File: src/rtl/histogram_readout_if.sv
// Control and memory bus of the histogram readout block.
// master: readout engine; slave: scratch/CDF memories and the controller.
interface histogram_readout_if #(
  parameter int BIN_AW = 8,
  parameter int CNT_W  = 16,
  parameter int CDF_W  = 20
);
  logic              start_readout;
  logic              scratch_re;
  logic [BIN_AW-1:0] scratch_raddr;
  logic [CNT_W-1:0]  scratch_rdata;
  logic              scratch_we;
  logic [BIN_AW-1:0] scratch_waddr;
  logic [CNT_W-1:0]  scratch_wdata;
  logic              cdf_we;
  logic [BIN_AW-1:0] cdf_addr;
  logic [CDF_W-1:0]  cdf_wdata;
  logic              busy;
  logic              readout_done;
  logic [CDF_W-1:0]  total_count;
  logic              overflow;

  modport master (
    input  start_readout, scratch_rdata,
    output scratch_re, scratch_raddr,
    output scratch_we, scratch_waddr, scratch_wdata,
    output cdf_we, cdf_addr, cdf_wdata,
    output busy, readout_done, total_count, overflow
  );

  modport slave (
    output start_readout, scratch_rdata,
    input  scratch_re, scratch_raddr,
    input  scratch_we, scratch_waddr, scratch_wdata,
    input  cdf_we, cdf_addr, cdf_wdata,
    input  busy, readout_done, total_count, overflow
  );
endinterface

File: src/rtl/histogram_readout.sv
// Histogram readout: walks the scratch histogram and writes its CDF.
// Ports: clock, reset (sync, active-high); bus = histogram_readout_if.master
//   (start, scratch read/clear port, CDF write port, busy/done/total/overflow).
// Option: HISTOGRAM_READOUT_CLEAR_BINS_EN zeroes each scratch bin after use.
module histogram_readout #(
  parameter int NUM_BINS = 256,
  parameter int BIN_AW   = 8,
  parameter int CNT_W    = 16,
  parameter int CDF_W    = 20,
  parameter int RD_LAT   = 2
) (
  input  logic clock,
  input  logic reset,
  histogram_readout_if.master bus
);

  // Wait counter only needs to reach RD_LAT-2.
  localparam int WCW = (RD_LAT > 2) ? $clog2(RD_LAT - 1) : 1;
  localparam logic [WCW-1:0] WAIT_LAST =
    WCW'((RD_LAT > 1) ? RD_LAT - 2 : 0);
  localparam logic [BIN_AW-1:0] LAST_BIN = BIN_AW'(NUM_BINS - 1);

  typedef enum logic [2:0] {
    S_IDLE,
    S_SET_RD,
    S_WAIT,
    S_CAPTURE,
    S_WRITE,
    S_NEXT,
    S_DONE
  } state_t;

  state_t            r_state;
  logic [BIN_AW-1:0] r_bin_idx;
  logic [CDF_W-1:0]  r_acc;
  logic [WCW-1:0]    r_wait_cnt;
  logic              r_overflow;
  logic [CDF_W-1:0]  r_total;

  state_t            w_state_nxt;
  logic [BIN_AW-1:0] w_bin_nxt;
  logic [CDF_W-1:0]  w_acc_nxt;
  logic [WCW-1:0]    w_wait_nxt;
  logic              w_ovf_nxt;
  logic [CDF_W-1:0]  w_total_nxt;
  logic [CDF_W:0]    w_sum;

  // Extra top bit catches the carry out of the accumulator.
  assign w_sum = {1'b0, r_acc} + (CDF_W + 1)'(bus.scratch_rdata);

  always_ff @(posedge clock) begin
    if (reset) begin
      r_state    <= S_IDLE;
      r_bin_idx  <= '0;
      r_acc      <= '0;
      r_wait_cnt <= '0;
      r_overflow <= 1'b0;
      r_total    <= '0;
    end else begin
      r_state    <= w_state_nxt;
      r_bin_idx  <= w_bin_nxt;
      r_acc      <= w_acc_nxt;
      r_wait_cnt <= w_wait_nxt;
      r_overflow <= w_ovf_nxt;
      r_total    <= w_total_nxt;
    end
  end

  always_comb begin
    w_state_nxt = r_state;
    w_bin_nxt   = r_bin_idx;
    w_acc_nxt   = r_acc;
    w_wait_nxt  = r_wait_cnt;
    w_ovf_nxt   = r_overflow;
    w_total_nxt = r_total;
    unique case (r_state)
      S_IDLE: begin
        if (bus.start_readout) begin
          w_acc_nxt   = '0;
          w_bin_nxt   = '0;
          w_ovf_nxt   = 1'b0;
          w_wait_nxt  = '0;
          w_state_nxt = S_SET_RD;
        end
      end
      S_SET_RD: begin
        w_wait_nxt  = '0;
        w_state_nxt = (RD_LAT > 1) ? S_WAIT : S_CAPTURE;
      end
      S_WAIT: begin
        if (r_wait_cnt == WAIT_LAST) begin
          w_state_nxt = S_CAPTURE;
        end else begin
          w_wait_nxt = r_wait_cnt + 1'b1;
        end
      end
      S_CAPTURE: begin
        if (w_sum[CDF_W]) begin
          w_acc_nxt = '1;
          w_ovf_nxt = 1'b1;
        end else begin
          w_acc_nxt = w_sum[CDF_W-1:0];
        end
        w_state_nxt = S_WRITE;
      end
      S_WRITE: begin
        w_state_nxt = S_NEXT;
      end
      S_NEXT: begin
        if (r_bin_idx == LAST_BIN) begin
          // Latch here so total_count is valid alongside readout_done.
          w_total_nxt = r_acc;
          w_state_nxt = S_DONE;
        end else begin
          w_bin_nxt   = r_bin_idx + 1'b1;
          w_state_nxt = S_SET_RD;
        end
      end
      S_DONE: begin
        w_state_nxt = S_IDLE;
      end
      default: begin
        w_state_nxt = S_IDLE;
      end
    endcase
  end

  assign bus.scratch_re    = (r_state == S_SET_RD);
  assign bus.scratch_raddr = r_bin_idx;
  assign bus.cdf_we        = (r_state == S_WRITE);
  assign bus.cdf_addr      = r_bin_idx;
  assign bus.cdf_wdata     = r_acc;
  assign bus.busy          = (r_state != S_IDLE);
  assign bus.readout_done  = (r_state == S_DONE);
  assign bus.total_count   = r_total;
  assign bus.overflow      = r_overflow;

`ifdef HISTOGRAM_READOUT_CLEAR_BINS_EN
  assign bus.scratch_we    = (r_state == S_WRITE);
  assign bus.scratch_waddr = r_bin_idx;
  assign bus.scratch_wdata = '0;
`else
  assign bus.scratch_we    = 1'b0;
  assign bus.scratch_waddr = '0;
  assign bus.scratch_wdata = '0;
`endif

endmodule

File: src/flat_wrapper.sv
// flat-port wrapper written by rule: the top's interface ports become plain ports
module histogram_readout_flat 
#(
  parameter int NUM_BINS = 256,
  parameter int BIN_AW   = 8,
  parameter int CNT_W    = 16,
  parameter int CDF_W    = 20,
  parameter int RD_LAT   = 2
)
  (clock, reset, bus_start_readout, bus_scratch_rdata, bus_scratch_re, bus_scratch_raddr, bus_scratch_we, bus_scratch_waddr, bus_scratch_wdata, bus_cdf_we, bus_cdf_addr, bus_cdf_wdata, bus_busy, bus_readout_done, bus_total_count, bus_overflow);
  histogram_readout_if #(.BIN_AW(BIN_AW), .CNT_W(CNT_W), .CDF_W(CDF_W)) bus_i ();
  input  logic clock;
  input  logic reset;
  input wire logic [$bits(bus_i.start_readout)-1:0] bus_start_readout;
  input wire logic [$bits(bus_i.scratch_rdata)-1:0] bus_scratch_rdata;
  output wire logic [$bits(bus_i.scratch_re)-1:0] bus_scratch_re;
  output wire logic [$bits(bus_i.scratch_raddr)-1:0] bus_scratch_raddr;
  output wire logic [$bits(bus_i.scratch_we)-1:0] bus_scratch_we;
  output wire logic [$bits(bus_i.scratch_waddr)-1:0] bus_scratch_waddr;
  output wire logic [$bits(bus_i.scratch_wdata)-1:0] bus_scratch_wdata;
  output wire logic [$bits(bus_i.cdf_we)-1:0] bus_cdf_we;
  output wire logic [$bits(bus_i.cdf_addr)-1:0] bus_cdf_addr;
  output wire logic [$bits(bus_i.cdf_wdata)-1:0] bus_cdf_wdata;
  output wire logic [$bits(bus_i.busy)-1:0] bus_busy;
  output wire logic [$bits(bus_i.readout_done)-1:0] bus_readout_done;
  output wire logic [$bits(bus_i.total_count)-1:0] bus_total_count;
  output wire logic [$bits(bus_i.overflow)-1:0] bus_overflow;
  assign bus_i.start_readout = bus_start_readout;
  assign bus_i.scratch_rdata = bus_scratch_rdata;
  assign bus_scratch_re = bus_i.scratch_re;
  assign bus_scratch_raddr = bus_i.scratch_raddr;
  assign bus_scratch_we = bus_i.scratch_we;
  assign bus_scratch_waddr = bus_i.scratch_waddr;
  assign bus_scratch_wdata = bus_i.scratch_wdata;
  assign bus_cdf_we = bus_i.cdf_we;
  assign bus_cdf_addr = bus_i.cdf_addr;
  assign bus_cdf_wdata = bus_i.cdf_wdata;
  assign bus_busy = bus_i.busy;
  assign bus_readout_done = bus_i.readout_done;
  assign bus_total_count = bus_i.total_count;
  assign bus_overflow = bus_i.overflow;
  histogram_readout #(.NUM_BINS(NUM_BINS), .BIN_AW(BIN_AW), .CNT_W(CNT_W), .CDF_W(CDF_W), .RD_LAT(RD_LAT)) u_core (.clock(clock), .reset(reset), .bus(bus_i));
endmodule
File: config.mk
export PLATFORM = sky130hd
export DESIGN_NAME = histogram_readout_flat
export DESIGN_NICKNAME = d
export VERILOG_FILES = /design/src/rtl/histogram_readout_if.sv /design/src/rtl/histogram_readout.sv /design/src/flat_wrapper.sv
export SDC_FILE = /design/constraint.sdc
export NUM_CORES = 1
export LEC_CHECK = 0
export CORE_MARGIN = 2
export CORE_UTILIZATION = 27
export CTS_CLUSTER_DIAMETER = 30
export DETAILED_ROUTE_END_ITERATION = 16
export PLACE_DENSITY = 0.58
export SLEW_MARGIN = 20
export SYNTH_ARGS = -nofsm -noshare
export SYNTH_HDL_FRONTEND = slang
export SYNTH_SLANG_ARGS = --single-unit
File: constraint.sdc
create_clock -name clock -period 2.2 [get_ports clock]
set_input_delay 0.44 -clock clock [delete_from_list [all_inputs] [get_ports clock]]
set_output_delay 0.44 -clock clock [all_outputs]
set_load 0.02 [all_outputs]
=== Word-level counts from Yosys, hierarchy flattened ===
Cells that the tools add are included.

* Eq/ne operators: 11
* Add/subtract/negate cells: 3
* Reduce and logical (&&, ||, !) cells: 11
* Multiplexer cells: 15

{| class="wikitable"
|+ Operators by type and width
! cell !! count
|-
| 20-bit 2-to-1 mux || 2
|-
| 20-bit one-hot mux with 2 select lines || 1
|-
| 20-bit by 16-bit adder with 21-bit output || 1
|-
| 3-bit one-hot mux with 6 select lines || 1
|-
| 8-bit 2-to-1 mux || 2
|-
| 8-bit one-hot mux with 2 select lines || 1
|-
| 3-bit == test (second input constant) || 3
|-
| 3-bit 2-to-1 mux || 3
|-
| 8-bit by 1-bit adder with 8-bit output (second input constant) || 1
|-
| 8-bit == test (second input constant) || 1
|-
| 2-bit AND reduction || 4
|-
| 3-bit by 2-bit == test with 1-bit output (second input constant) || 2
|-
| 2-bit inequality test (second input constant) || 3
|-
| 3-bit AND reduction || 2
|-
| 3-bit nonzero test || 2
|-
| 2-bit nonzero test || 2
|-
| 3-bit by 1-bit == test with 1-bit output (second input constant) || 1
|-
| 3-bit logical NOT || 1
|-
| 1-bit 2-to-1 mux || 3
|-
| 1-bit one-hot mux with 3 select lines || 1
|-
| 2-bit by 1-bit inequality test with 1-bit output (second input constant) || 1
|-
| 1-bit one-hot mux with 2 select lines || 1
|-
| 1-bit adder (second input constant) || 1
|}

* Bits in registers: 53
* Word-level logic and storage cells: 46

=== Longest topological paths before layout ===
* Depth after elaboration: 3
* Mapped depth: 8
* Mapped depth without buffers: 8

=== Worst setup path before layout ===
OpenSTA, ideal clock, no wires.

* Path type: input -> register
* Start point: in bus_scratch_rdata[0]
* End point: reg u_core.r_acc[14] (netlist: u_core.bus.cdf_wdata[14])
* Data arrival time: 2.186 ns
* Setup slack: -0.071 ns
* Stages: 8
* Buffers on the path: 0
* Data required time: 2.114 ns
* Path through: ha_1 -> fa_1 -> a211oi_1 -> o21ai_1 -> a21boi_1 -> o31ai_2 -> xnor2_1 -> a211oi_1

* Longest elaborated chain between the ends: 3

{| class="wikitable"
|+ Ends and longest elaborated chain
! element !! RTL line !! text
|-
| start, declared || flat_wrapper.sv:15 || <nowiki>input wire logic [$bits(bus_i.scratch_rdata)-1:0] bus_scratch_rdata;</nowiki>
|-
| 20-bit by 16-bit adder with 21-bit output || histogram_readout.sv:49 || <nowiki>assign w_sum = {1'b0, r_acc} + (CDF_W + 1)'(bus.scratch_rdata);</nowiki>
|-
| 20-bit 2-to-1 mux || histogram_readout.sv:98 || <nowiki>if (w_sum[CDF_W]) begin</nowiki>
|-
| 20-bit one-hot mux with 2 select lines || histogram_readout.sv:76 || <nowiki>unique case (r_state)</nowiki>
|-
| end signal, assigned || histogram_readout.sv:62 || <nowiki>r_acc <= w_acc_nxt;</nowiki>
|-
| end, declared || histogram_readout.sv:35 || <nowiki>logic [CDF_W-1:0] r_acc;</nowiki>
|}

No other way between the ends.
A chain may end at the register's enable or synchronous reset.

=== Worst setup path after layout ===
* Start point: in bus_scratch_rdata[1]
* End point: reg u_core.r_acc[17] (netlist: u_core.bus.cdf_wdata[17])

Same word-level chain as after synthesis.

==> metrics.txt <==
cell area after layout approximately 5000 um2; reg2reg setup slack roughly 130 ps; part of the power in registers about two fifths; Initial DRT Pass Iterations 4; routed len/inst around 14 um; max cap viols 0; largest area contributor in the netlist dfxtp_1; final hold vios 0; LEAKAGE between 1.5 and 2 nW; Starting Density ~27%; GR Util met3 under 10%; startpoint types input port; Pint 0.00171 W; DP HPWL about 7600 um; largest family of logic cells by synthesized area compound AO/OA/AOI/OAI gates; Fin Clk Skew 7.84 ps; post-detailed-route count of antenna-violating nets 0; GRT Max-Usage Layer met2; Placer Congestion around 0.88; cts bufs inserted 5; Hold/Removal Path Class reg2reg; NetSw roughly 0.00071 W; Mapped Area about 3300 um2; Cell Pwr Density approximately 480 nW/um2; # IOs ~110; I/O Buffers 79; sw frac between 20% and 30%; Max VDD drop roughly 280 uV; Pins Over Slew Limit 0; CTS tree done; clock-pin slew on the worst setup and hold paths 70 ps; core area 11900 um2; first-pass GRT wire length 15500 um; Clk network pwr share about a third; Avg Synthesized Cell Area between 7 and 8 um2; total wire length 9820 um; adder-cell area share of the yosys netlist 7.13%; nets ~580; Hold Path Depth 2; cell row count 40; synth top area cells dfxtp_1 (32%), a21oi_1 (9.5%), buf_4 (7.6%); Synth cell types 54; chip height between 100 and 150 um; Synth async-reset ratio 0%; CTS Buffer Depth 2; Max Freq approximately 470 MHz; DR DRC count 0; Cells after Synth 414; total gr overflow 0; overall global routing resource usage roughly 15%; TritonCTS Sinks 52; final-report setup violation count 0; commonest cells in the synthesized netlist a21oi_1 (62), nand2_1 (56), dfxtp_1 (52); proportion of netlist area held by the largest area contributor a little under a third; Final period util a little over nine tenths; # fillers around 1200; worst-case reg-to-reg path depth 9; Syn. warnings 0; drt via density 4.77; Final Core Density 41.9%; register area share after synthesis roughly a third; pin count of the biggest net entering global routing 26; ANT cells 0; Crit. End Element flip-flop; minimum clock period approximately 2100 ps; P&R area growth vs syn 52.9%; post-synthesis xor/xnor area fraction under 10%; CP Data Required Time about 2400 ps; clk root buf clkbuf_16; most frequent cell after synthesis a21oi_1; initial DRC count between 100 and 150; Die W about 110 um; mux contribution to synthesized area less than 1%; share of post-route cells with drive strength above 1 between 20% and 30%; met1 Usage GRT about a fifth; H-tree depth 2; EDFF count, synth 0; compound-cell area share of the yosys netlist around a quarter; GR met2 Demand/Resource roughly a quarter; Comb power frac 25.9%; vias in the first global route ~3200; Main synth FF type dfxtp_1; cts hold-fix bufs 0; Data arrival, critical path around 2300 ps; DP Area roughly 4500 um2; critical path type in2reg; Die Footprint around 13000 um2; detailed-route via count ~3300; initial antenna violation count 0; area share of and/or/nand/nor cells after synthesis 18.4%; Max FO, Critical Path 5; clock insertion delay at the later pin of the skew report roughly 290 ps; status completed; Seq cells post-synth between 50 and 60
==> critical path, cell delays in order <==
cell	delay [ps]
dlygate4sd2_1	270
buf_4	150
fa_2	380
a211oi_4	320
o21ai_4	130
nand4_4	130
a21oi_4	90
buf_4	150
a21oi_1	140
a31oi_1	90
==> layout by cell type, fill, tap and decap left out, types with 7 or more instances in the layout <==
master           instances
a21o_1                   9
nand4_1                  7
ha_4                    11
dfxtp_1                 51
clkdlybuf4s50_1         69
buf_4                   76
nand2_1                 56
conb_1                  25
a211oi_1                10
nor2_1                  31
o21ai_0                  7
a21oi_1                 57
dlygate4sd2_1            8
nand3_1                  9
xor2_1                  13
==> flip-flops by register name (all words and copies together) (netlist names) <==
signal / count
u_core.r_state: 3
u_core.bus.total_count: 20
u_core.bus.cdf_addr: 8
u_core.bus.overflow: 1
u_core.bus.cdf_wdata: 20
==> layout make-up <==
| cell class | count | area, um2 | share of cell area [%] |
|---|---|---|---|
| inverter | 6 | 22.5 | 0.451 |
| tap | 147 | 184 | 3.69 |
| clock inverter | 1 | 7.51 | 0.150 |
| multi-input combinational | 325 | 2230 | 44.8 |
| timing repair buffer | 155 | 1360 | 27.2 |
| clock buffer | 7 | 143 | 2.86 |
| sequential | 52 | 1040 | 20.9 |
==> path summary, 6_finish.rpt <==
kind / start / endpoint
worst max register to register: u_core.bus.cdf_wdata[0] / u_core.bus.cdf_wdata[17]
worst min register to register: u_core.bus.total_count[14] / u_core.bus.total_count[14]
worst min-delay path: u_core.bus.total_count[14] / u_core.bus.total_count[14]
worst max-delay path: bus_scratch_rdata[1] / u_core.bus.cdf_wdata[17]
==> stage by stage <==
stage	setup TNS, ps	total power, W	worst slack (ps)	instances	hold WS (ps)
CTS	0	0.00240	18.0	692	459
finish	0	0.00241	74.7	693	458
global placement	-9870	0.00157	-553	680	445
floorplan	0	0.00135	17.6	438	535
global route	-19.7	0.00252	-8.14	693	477
detailed placement	-10910	0.00157	-598	680	449
==> per-layer routing <==
metal  wire, um  part of all wire, %  vias to the layer above
met4        118                  1.2                        0
met5          0                    0                        -
li1           -                    -                     1668
met2       4710                   48                       76
met3        338                  3.4                       11
met1       4650                   47                     1554
==> cells by family (layout without fill, tap and decap cells) <==
| logic type | count (synthesis) | in the layout |
|---|---|---|
| fa+ha+maj | 18 | 18 |
| xor+xnor | 19 | 19 |
| mux | 2 | 2 |
| flops | 52 | 52 |
| other cells | 1 | 25 |
| compound gates | 130 | 130 |
| simple gates | 131 | 131 |
| buf+inv | 61 | 169 |
==> power groups by stage <==
stage               Sequential [W]  Clock (W)  Combinational (W)
global placement           0.00101          0           0.000558
floorplan                  0.00101          0           0.000342
CTS                       0.000990   0.000815           0.000594
global route              0.000994   0.000849           0.000677
detailed placement         0.00101          0           0.000564
finish                    0.000993   0.000794           0.000625
==> repair_timing <==
item,CTS,global route
pin swaps,13,15
gates resized for setup,37,23
buffers inserted,4,1
setup endpoints to repair,21,21
No activity file was read; power rests on OpenSTA's default activity.
